File: config.mk
export PLATFORM = sky130hd
export DESIGN_NAME = lcd_write_arbiter
export DESIGN_NICKNAME = d
export VERILOG_FILES = /design/src/rtl/lcd_write_arbiter.sv
export SDC_FILE = /design/constraint.sdc
export NUM_CORES = 1
export LEC_CHECK = 0
export CAP_MARGIN = 5
export CORE_ASPECT_RATIO = 0.5
export CORE_MARGIN = 1
export CORE_UTILIZATION = 23
export DETAILED_ROUTE_END_ITERATION = 10
export PLACE_DENSITY = 0.51
export REMOVE_ABC_BUFFERS = 1
export SLEW_MARGIN = 30
export SYNTH_ARGS = -nofsm -noshare
export SYNTH_HDL_FRONTEND = slang
export SYNTH_SLANG_ARGS = --single-unit
File: constraint.sdc
create_clock -name clk -period 2.9 [get_ports clk]
set_clock_uncertainty 0.1 [all_clocks]
set_input_delay 0.435 -clock clk [delete_from_list [all_inputs] [get_ports clk]]
set_output_delay 0.435 -clock clk [all_outputs]
set_load 0.03 [all_outputs]
File: src/rtl/lcd_write_arbiter.sv
// lcd_write_arbiter
// Round-robin arbiter for byte writes to a shared HD44780-class LCD. It also
// generates the bus timing for each byte it grants.
// Each requester presents req with a stable req_rs/req_data until it is acked.
// The granted byte is latched, then driven with setup, an enable pulse, hold,
// and an execution wait. lock[i] keeps the grant with owner i between bytes.
//
// Ports
//   clk       system clock
//   reset     synchronous reset, active low
//   req       per-client write request
//   req_rs    per-client RS bit
//   req_data  per-client data byte, client i at [8i+7:8i]
//   lock      per-client request to keep the grant between bytes
//   ack       per-client pulse, high in the IDLE cycle the byte is accepted
//   grant     one-hot current/last owner, zero after reset
//   busy      high in every state except IDLE
//   rs, rw, enable, data   LCD pins (rw is always 0)
//
// state      | meaning
// -----------+------------------------------------------------------------
// INIT_WAIT  | power-on delay after reset
// IDLE       | arbitrate; accept a byte in the same cycle
// SETUP      | rs/data driven, enable low
// PULSE      | enable high
// HOLD       | enable low, rs/data still held
// EXEC       | wait for the LCD to execute (long for clear/home commands)
module lcd_write_arbiter #(
    parameter int NUM_REQ          = 2,
    parameter int POWERON_CYCLES   = 750000,
    parameter int SETUP_CYCLES     = 4,
    parameter int PULSE_CYCLES     = 25,
    parameter int HOLD_CYCLES      = 4,
    parameter int EXEC_CYCLES      = 2500,
    parameter int LONG_EXEC_CYCLES = 100000
) (
    input  logic                 clk,
    input  logic                 reset,
    input  logic [NUM_REQ-1:0]   req,
    input  logic [NUM_REQ-1:0]   req_rs,
    input  logic [8*NUM_REQ-1:0] req_data,
    input  logic [NUM_REQ-1:0]   lock,
    output logic [NUM_REQ-1:0]   ack,
    output logic [NUM_REQ-1:0]   grant,
    output logic                 busy,
    output logic                 rs,
    output logic                 rw,
    output logic                 enable,
    output logic [7:0]           data
);

    function automatic int max2(input int a, input int b);
        return (a > b) ? a : b;
    endfunction

    localparam int MAX_CYC = max2(max2(max2(POWERON_CYCLES, SETUP_CYCLES),
                                       max2(PULSE_CYCLES, HOLD_CYCLES)),
                                  max2(EXEC_CYCLES, LONG_EXEC_CYCLES));
    localparam int CNT_W = (MAX_CYC > 1) ? $clog2(MAX_CYC) : 1;
    localparam int PTR_W = (NUM_REQ > 1) ? $clog2(NUM_REQ) : 1;

    // The counter is loaded with length-1 and the state is left when it reaches 0.
    localparam logic [CNT_W-1:0] POWERON_LD = CNT_W'(POWERON_CYCLES - 1);
    localparam logic [CNT_W-1:0] SETUP_LD   = CNT_W'(SETUP_CYCLES - 1);
    localparam logic [CNT_W-1:0] PULSE_LD   = CNT_W'(PULSE_CYCLES - 1);
    localparam logic [CNT_W-1:0] HOLD_LD    = CNT_W'(HOLD_CYCLES - 1);
    localparam logic [CNT_W-1:0] EXEC_LD    = CNT_W'(EXEC_CYCLES - 1);
    localparam logic [CNT_W-1:0] LONG_LD    = CNT_W'(LONG_EXEC_CYCLES - 1);

    typedef enum logic [2:0] {
        S_INIT_WAIT = 3'd0,
        S_IDLE      = 3'd1,
        S_SETUP     = 3'd2,
        S_PULSE     = 3'd3,
        S_HOLD      = 3'd4,
        S_EXEC      = 3'd5
    } state_t;

    state_t             state_q, state_d;
    logic [CNT_W-1:0]   cnt_q, cnt_d;
    logic               rs_q, rs_d;
    logic [7:0]         data_q, data_d;
    logic               enable_q, enable_d;
    logic [NUM_REQ-1:0] grant_q, grant_d;
    logic [PTR_W-1:0]   ptr_q, ptr_d;
    logic [PTR_W-1:0]   owner_q, owner_d;
    logic               owner_vld_q, owner_vld_d;

    logic [NUM_REQ-1:0] eligible;
    logic               owner_locked;
    logic               win_found;
    logic [PTR_W-1:0]   win_idx;
    logic [PTR_W:0]     cand;
    logic [PTR_W:0]     ptr_inc;
    logic               do_grant;
    logic               win_rs;
    logic [7:0]         win_data;
    logic               long_cmd;

    // Arbitration. A live lock masks every requester except the owner.
    always_comb begin
        owner_locked = owner_vld_q && lock[owner_q];
        eligible     = req;
        if (owner_locked) begin
            eligible = req & (NUM_REQ'(1) << owner_q);
        end
        win_found = 1'b0;
        win_idx   = '0;
        cand      = '0;
        for (int i = 0; i < NUM_REQ; i++) begin
            cand = {1'b0, ptr_q} + (PTR_W+1)'(i);
            if (cand >= (PTR_W+1)'(NUM_REQ)) begin
                cand = cand - (PTR_W+1)'(NUM_REQ);
            end
            if (!win_found && eligible[cand[PTR_W-1:0]]) begin
                win_found = 1'b1;
                win_idx   = cand[PTR_W-1:0];
            end
        end
        ptr_inc = {1'b0, win_idx} + (PTR_W+1)'(1);
        if (ptr_inc >= (PTR_W+1)'(NUM_REQ)) begin
            ptr_inc = '0;
        end
        win_rs   = 1'b0;
        win_data = 8'h00;
        for (int i = 0; i < NUM_REQ; i++) begin
            if (PTR_W'(i) == win_idx) begin
                win_rs   = req_rs[i];
                win_data = req_data[8*i +: 8];
            end
        end
        do_grant = (state_q == S_IDLE) && win_found;
        long_cmd = !rs_q && ((data_q == 8'h01) || (data_q == 8'h02) || (data_q == 8'h03));
    end

    // State register
    always_ff @(posedge clk) begin
        if (!reset) begin
            state_q     <= S_INIT_WAIT;
            cnt_q       <= POWERON_LD;
            rs_q        <= 1'b0;
            data_q      <= 8'h00;
            enable_q    <= 1'b0;
            grant_q     <= '0;
            ptr_q       <= '0;
            owner_q     <= '0;
            owner_vld_q <= 1'b0;
        end else begin
            state_q     <= state_d;
            cnt_q       <= cnt_d;
            rs_q        <= rs_d;
            data_q      <= data_d;
            enable_q    <= enable_d;
            grant_q     <= grant_d;
            ptr_q       <= ptr_d;
            owner_q     <= owner_d;
            owner_vld_q <= owner_vld_d;
        end
    end

    // Next state
    always_comb begin
        state_d = state_q;
        cnt_d   = cnt_q;
        case (state_q)
            S_INIT_WAIT: begin
                if (cnt_q == '0) state_d = S_IDLE;
                else             cnt_d   = cnt_q - 1'b1;
            end
            S_IDLE: begin
                if (do_grant) begin
                    state_d = S_SETUP;
                    cnt_d   = SETUP_LD;
                end
            end
            S_SETUP: begin
                if (cnt_q == '0) begin
                    state_d = S_PULSE;
                    cnt_d   = PULSE_LD;
                end else begin
                    cnt_d = cnt_q - 1'b1;
                end
            end
            S_PULSE: begin
                if (cnt_q == '0) begin
                    state_d = S_HOLD;
                    cnt_d   = HOLD_LD;
                end else begin
                    cnt_d = cnt_q - 1'b1;
                end
            end
            S_HOLD: begin
                if (cnt_q == '0) begin
                    state_d = S_EXEC;
                    cnt_d   = long_cmd ? LONG_LD : EXEC_LD;
                end else begin
                    cnt_d = cnt_q - 1'b1;
                end
            end
            S_EXEC: begin
                if (cnt_q == '0) state_d = S_IDLE;
                else             cnt_d   = cnt_q - 1'b1;
            end
            default: begin
                state_d = S_INIT_WAIT;
                cnt_d   = POWERON_LD;
            end
        endcase
    end

    // Outputs and datapath
    always_comb begin
        ack         = do_grant ? (NUM_REQ'(1) << win_idx) : '0;
        rs_d        = rs_q;
        data_d      = data_q;
        grant_d     = grant_q;
        ptr_d       = ptr_q;
        owner_d     = owner_q;
        owner_vld_d = owner_vld_q;
        if (state_q == S_IDLE) begin
            // A dropped lock releases the owner even if nobody is granted now.
            if (!owner_locked) owner_vld_d = 1'b0;
            if (do_grant) begin
                rs_d        = win_rs;
                data_d      = win_data;
                grant_d     = NUM_REQ'(1) << win_idx;
                ptr_d       = ptr_inc[PTR_W-1:0];
                owner_d     = win_idx;
                owner_vld_d = 1'b1;
            end
        end
        // Registered from the next state, so enable cannot glitch.
        enable_d = (state_d == S_PULSE);
        busy     = (state_q != S_IDLE);
    end

    assign grant  = grant_q;
    assign rs     = rs_q;
    assign rw     = 1'b0;
    assign enable = enable_q;
    assign data   = data_q;

endmodule

After elaboration in Yosys (flattened, before gate mapping) --
Index checks and enable logic that the tools add are counted. Widths: inputs -> output; s select.
Storage, ports and cells: output and inout bits 16, flip-flop bits (word level) 38, word-level logic and storage cells 82, input bits 24
Operators by class: shift operators 2, bitwise gates (word level) 1, multiplexer cells 32, reduce and logical (&&, ||, !) cells 14, equal/unequal tests 13, $add $sub $neg 5, order comparisons 6
Operator list (count):
- $mux 20 | 5
- $pmux 20 s5 | 1
- $logic_not 20->1 | 1
- $sub 20x1->20 const B | 1
- $mux 17 | 1
- $eq 8x2->1 const B | 2
- $mux 1 | 16
- $mux 3 | 5
- $pmux 3 s5 | 1
- $eq 3x2->1 const B | 3
- $eq 8x1->1 const B | 1
- $mux 8 | 1
- $eq 3x3->1 const B | 2
- $lt 1x2->1 const B | 3
- $reduce_and 2->1 | 3
- $add 1x1->2 const B | 2
- $ge 2x2->1 const B | 2
- $logic_and 1x1->1 | 4
- $mux 2 | 2
- $ne 2x2->1 const B | 2
- $shl 1x1->2 const A | 2
- $eq 3x1->1 const B | 1
- $logic_not 3->1 | 1
- $ne 3x1->1 const B | 1
- 7 further kinds | 10

Longest topological paths before layout --
word-level depth 14, gate-level depth with buffers 10, mapped depth without buffers 8

Worst setup path before layout --
OpenSTA, ideal clock, no wires.
path kind register -> output, start point reg state_q[2], end point out ack[0], stages on the path, launching flop included 5, setup slack 0.525 ns, arrival time 1.840 ns, cell sequence dfxtp_1 nor3b_1 inv_1 a2111oi_0 clkbuf_1
On the way: longest elaborated chain between the ends 3
RTL lines:
- from (decl) | line 79 | state_t state_q, state_d;
- from (signal assigned) | line 149 | state_q <= state_d;
- $eq 3x1->1 | line 132 | do_grant = (state_q == S_IDLE) && win_found;
- $logic_and 1x1->1 | line 132
- $mux 2 | line 213 | ack = do_grant ? (NUM_REQ'(1) << win_idx) : '0;
- to (decl) | line 43 | output logic [NUM_REQ-1:0] ack,
Every way passes these cells.

Worst setup path after layout --
start point reg state_q[2], end point out busy
On the way: longest elaborated chain between the ends 1
RTL lines:
- $ne 3x1->1 | line 234 | busy = (state_q != S_IDLE);
- to (decl) | line 45 | output logic busy,
Every way passes these cells.

==> impl_metrics.env <==
export IMPL_die_height_um=73.6
export IMPL_post_cts_setup_buffers=0
export IMPL_diodes=0
export IMPL_maxClockFrequency_mhz=373
export IMPL_num_rows=25
export IMPL_port_buffer_count=38
export IMPL_crit_path_max_incr_delay_ns=0.66
export IMPL_maxSlewViolCount=0
export IMPL_crit_slowest_cell="sky130_fd_sc_hd__clkdlybuf4s50_1"
export IMPL_timing_max_slew_rel_slack_pct=56.8
export IMPL_dp_hpwl_um=5850
export IMPL_muxShareOfSynthArea_pct=0
export IMPL_layout_worst_path_cycle_share_pct=92.5
export IMPL_h_tree_depth=2
export IMPL_setup_worst_path_end_class="output pin"
export IMPL_start_kind="flop"
export IMPL_globalRoute_totalOverflow=0
export IMPL_fin_crit_period_ns=2.68
export IMPL_power_leakage_nw=1.07
export IMPL_synth_edff_count=0
export IMPL_max_cap_viol_count=0
export IMPL_vdd_ir_drop_worst_v=0.000180
export IMPL_run_status="finished, final reports clean"
export IMPL_least_setup_slack_across_all_paths_after_layout_ns=0.218
export IMPL_yosysWarningCount=0
export IMPL_total_number_of_vias=2596
export IMPL_final_util_pct=32.2
export IMPL_placement_cell_area_um2=2970
export IMPL_grt_pass1_vias=2387
export IMPL_synthFlopType="sky130_fd_sc_hd__dfxtp_1"
export IMPL_critPathMaxFanout=6
export IMPL_detailedRoute_firstPassIterationCount=5
export IMPL_drive_gt1_share_pct=10.4
export IMPL_timing_setup_critical_path_class="reg2out"
export IMPL_numClockSinks=36
export IMPL_hold_ws_ns=0.402
export IMPL_drt_first_iter_violations=272
export IMPL_synth_cell_types=59
export IMPL_internal_power_component_mw=0.884
export IMPL_seq_power_share_pct=44.7
export IMPL_timing_hold_violations_final=0
export IMPL_power_switching_share_pct=21.5
export IMPL_timing_setup_tns_ns=0
export IMPL_yosys_area_share_simple_pct=29.0
export IMPL_min_delay_path_class="reg2reg"
export IMPL_yosys_area_top_type="sky130_fd_sc_hd__dfxtp_1"
export IMPL_cts_reportedPaths_clkPinSlew_ns=0.05
export IMPL_cts_tree="yes"
export IMPL_nFillCells=1071
export IMPL_cts_made_buffers=5
export IMPL_core_area_um2=9700
export IMPL_synth_xor_xnor_area_share_pct=0
export IMPL_pwrdens_nw_per_um2=360
export IMPL_p_switching_mw=0.241
export IMPL_ys_seq_elements=36
export IMPL_design_portCount=40
export IMPL_nNetsFinal=380
export IMPL_wirelength_um=8090
export IMPL_syn_cell_area_um2=2360
export IMPL_place_ws_ns=0.118
export IMPL_synth_top_family_by_area="compound AO/OA/AOI/OAI gates"
export IMPL_async_flop_share_pct=0
export IMPL_grt_antenna_before_repair=0
export IMPL_remaining_drc_errors=0
export IMPL_synth_most_common_cell="sky130_fd_sc_hd__nand2_1"
export IMPL_route_detailed_vias_per_inst=5.30
export IMPL_wl_per_cell_um=16.5
export IMPL_fraction_of_post_synthesis_cell_area_in_the_top_cell_type_by_area_pct=30.5
export IMPL_worst_path_cell_trace="nor3b_1 -> inv_1 -> clkdlybuf4s50_1"
export IMPL_share_of_the_synthesized_area_in_compound_gates_ao_oa_aoi_oai_pct=34.0
export IMPL_synth_top_cells_by_area="sky130_fd_sc_hd__dfxtp_1 (31%), sky130_fd_sc_hd__nand2_1 (6.0%), sky130_fd_sc_hd__a21oi_1 (4.5%), sky130_fd_sc_hd__nor2_1 (4.0%), sky130_fd_sc_hd__a222oi_1 (3.8%)"
export IMPL_clock_power_share_pct=48.7
export IMPL_synthCells=308
export IMPL_grt_util_all_layers_pct=15.4
export IMPL_seq_area_frac_synth_pct=30.5
export IMPL_critical_path_arrival_ns=2.15
export IMPL_die_area_um2=10700
export IMPL_area_taken_by_multi_input_logic_gates_um2=1530
export IMPL_clkLatencyLatePin_ns=0.28
export IMPL_final_design_area_no_fill_um2=3130
export IMPL_grt_setup_unrepaired="false"
export IMPL_combPwrFrac_pct=6.7
export IMPL_timing_worst_slew_pin_value_ns=0.647
export IMPL_initial_utilization_pct=24.3
export IMPL_die_w_um=145
export IMPL_globalplace_congestion=0.846
export IMPL_area_growth_synth_to_final_pct=32.4
export IMPL_grt_start_max_net_pins=28
export IMPL_syn_mean_instance_area_um2=7.67
export IMPL_cts_buffer_depth=2
export IMPL_ant_nets=0
export IMPL_seqCellArea_um2=721
export IMPL_cp_data_required_time_ns=2.37
export IMPL_clock_root_buffer="sky130_fd_sc_hd__clkbuf_16"
export IMPL_grt_first_pass_wirelength_um=12900
export IMPL_ys_top_cells_by_count="sky130_fd_sc_hd__nand2_1 (38), sky130_fd_sc_hd__dfxtp_1 (36), sky130_fd_sc_hd__nor2_1 (25), sky130_fd_sc_hd__a21oi_1 (21), sky130_fd_sc_hd__nor3_1 (18)"
export IMPL_timing_final_setup_violations=0
export IMPL_synthAdderAreaFrac_pct=1.06
[flip-flops by register name, indices dropped and copies added, names as in the netlist]
signal / cells
cnt_q: 20
data: 8
enable: 1
grant: 2
owner_vld_q: 1
rs: 1
state_q: 3
[power groups by stage]
stage | logic, mW | registers [mW] | clock network, mW
2_1_floorplan | 0.0270 | 0.512 | 0
3_3_place_gp | 0.0751 | 0.513 | 0
3_5_place_dp | 0.0746 | 0.513 | 0
4_1_cts | 0.0751 | 0.502 | 0.556
5_1_grt | 0.0820 | 0.503 | 0.578
6_report | 0.0751 | 0.503 | 0.547
[worst max-delay path, delay by kind of cell, from the launching register on]
family,cells,cell delay [ns]
buffers and inverters,2,0.91
flip-flops,1,0.38
AND/OR/NAND/NOR,1,0.58
[through the flow]
step / power, mW / std cells
floorplan: 0.539 / 289
detailed placement: 0.588 / 482
global route: 1.16 / 490
finish: 1.13 / 490
CTS: 1.13 / 490
global placement: 0.588 / 482
[repair_timing]
item / 4_1_cts / 5_1_grt
setup endpoints to repair: 0 / 3
resized for setup: 0 / 1
hold buffers: 0 / 0
hold endpoints to repair: 0 / 0
[area by class of cell]
cell class,count,share of cell area (%)
Multi-Input combinational cell,243,48.8
Sequential cell,36,23.1
Timing Repair Buffer,58,16.8
Tap cell,135,5.40
Clock buffer,8,4.68
Inverter,10,1.20
[final timing paths]
check             startpoint        end  slack (ns)  cells past startpoint
setup reg to reg    cnt_q[0]  cnt_q[16]        0.27                      9
hold / removal     cnt_q[19]  cnt_q[19]        0.40                      1
setup / recovery  state_q[2]       busy        0.22                      3
hold reg to reg    cnt_q[19]  cnt_q[19]        0.40                      1
[cells by family (layout without fill, tap and decap cells)]
logic type	count (synthesis)	after routing
simple gates	130	130
other cells	1	1
fa+ha+maj	2	2
buf+inv	29	76
compound gates	110	110
flops	36	36
[layout by cell type, fill, tap and decap left out, drive strengths merged, types with 3 or more instances in the layout]
cell type,netlist,routed
o221ai,3,3
o31ai,9,9
a21boi,6,6
or4,5,5
and2,3,3
nor2b,8,8
nor3b,6,6
o21a,5,5
o31a,3,3
a21oi,21,21
nor2,25,25
nor4,8,8
nand3,8,8
or3,3,3
buf,7,22
o22a,3,3
a222oi,9,9
nor3,18,18
o21ai,18,18
clkdlybuf4s50,0,36
dfxtp,36,36
a211o,3,3
nand2,39,39
a31oi,5,5
clkbuf,12,8
inv,10,10
[layer usage]
layer | share of wire (%) | GRT usage (%)
met4 | 0.41 | 3.74
met5 | 0 | 0
met1 | 49 | 22.0
met2 | 44 | 24.2
met3 | 6.1 | 2.42
Power figures use the tool's default switching activity.
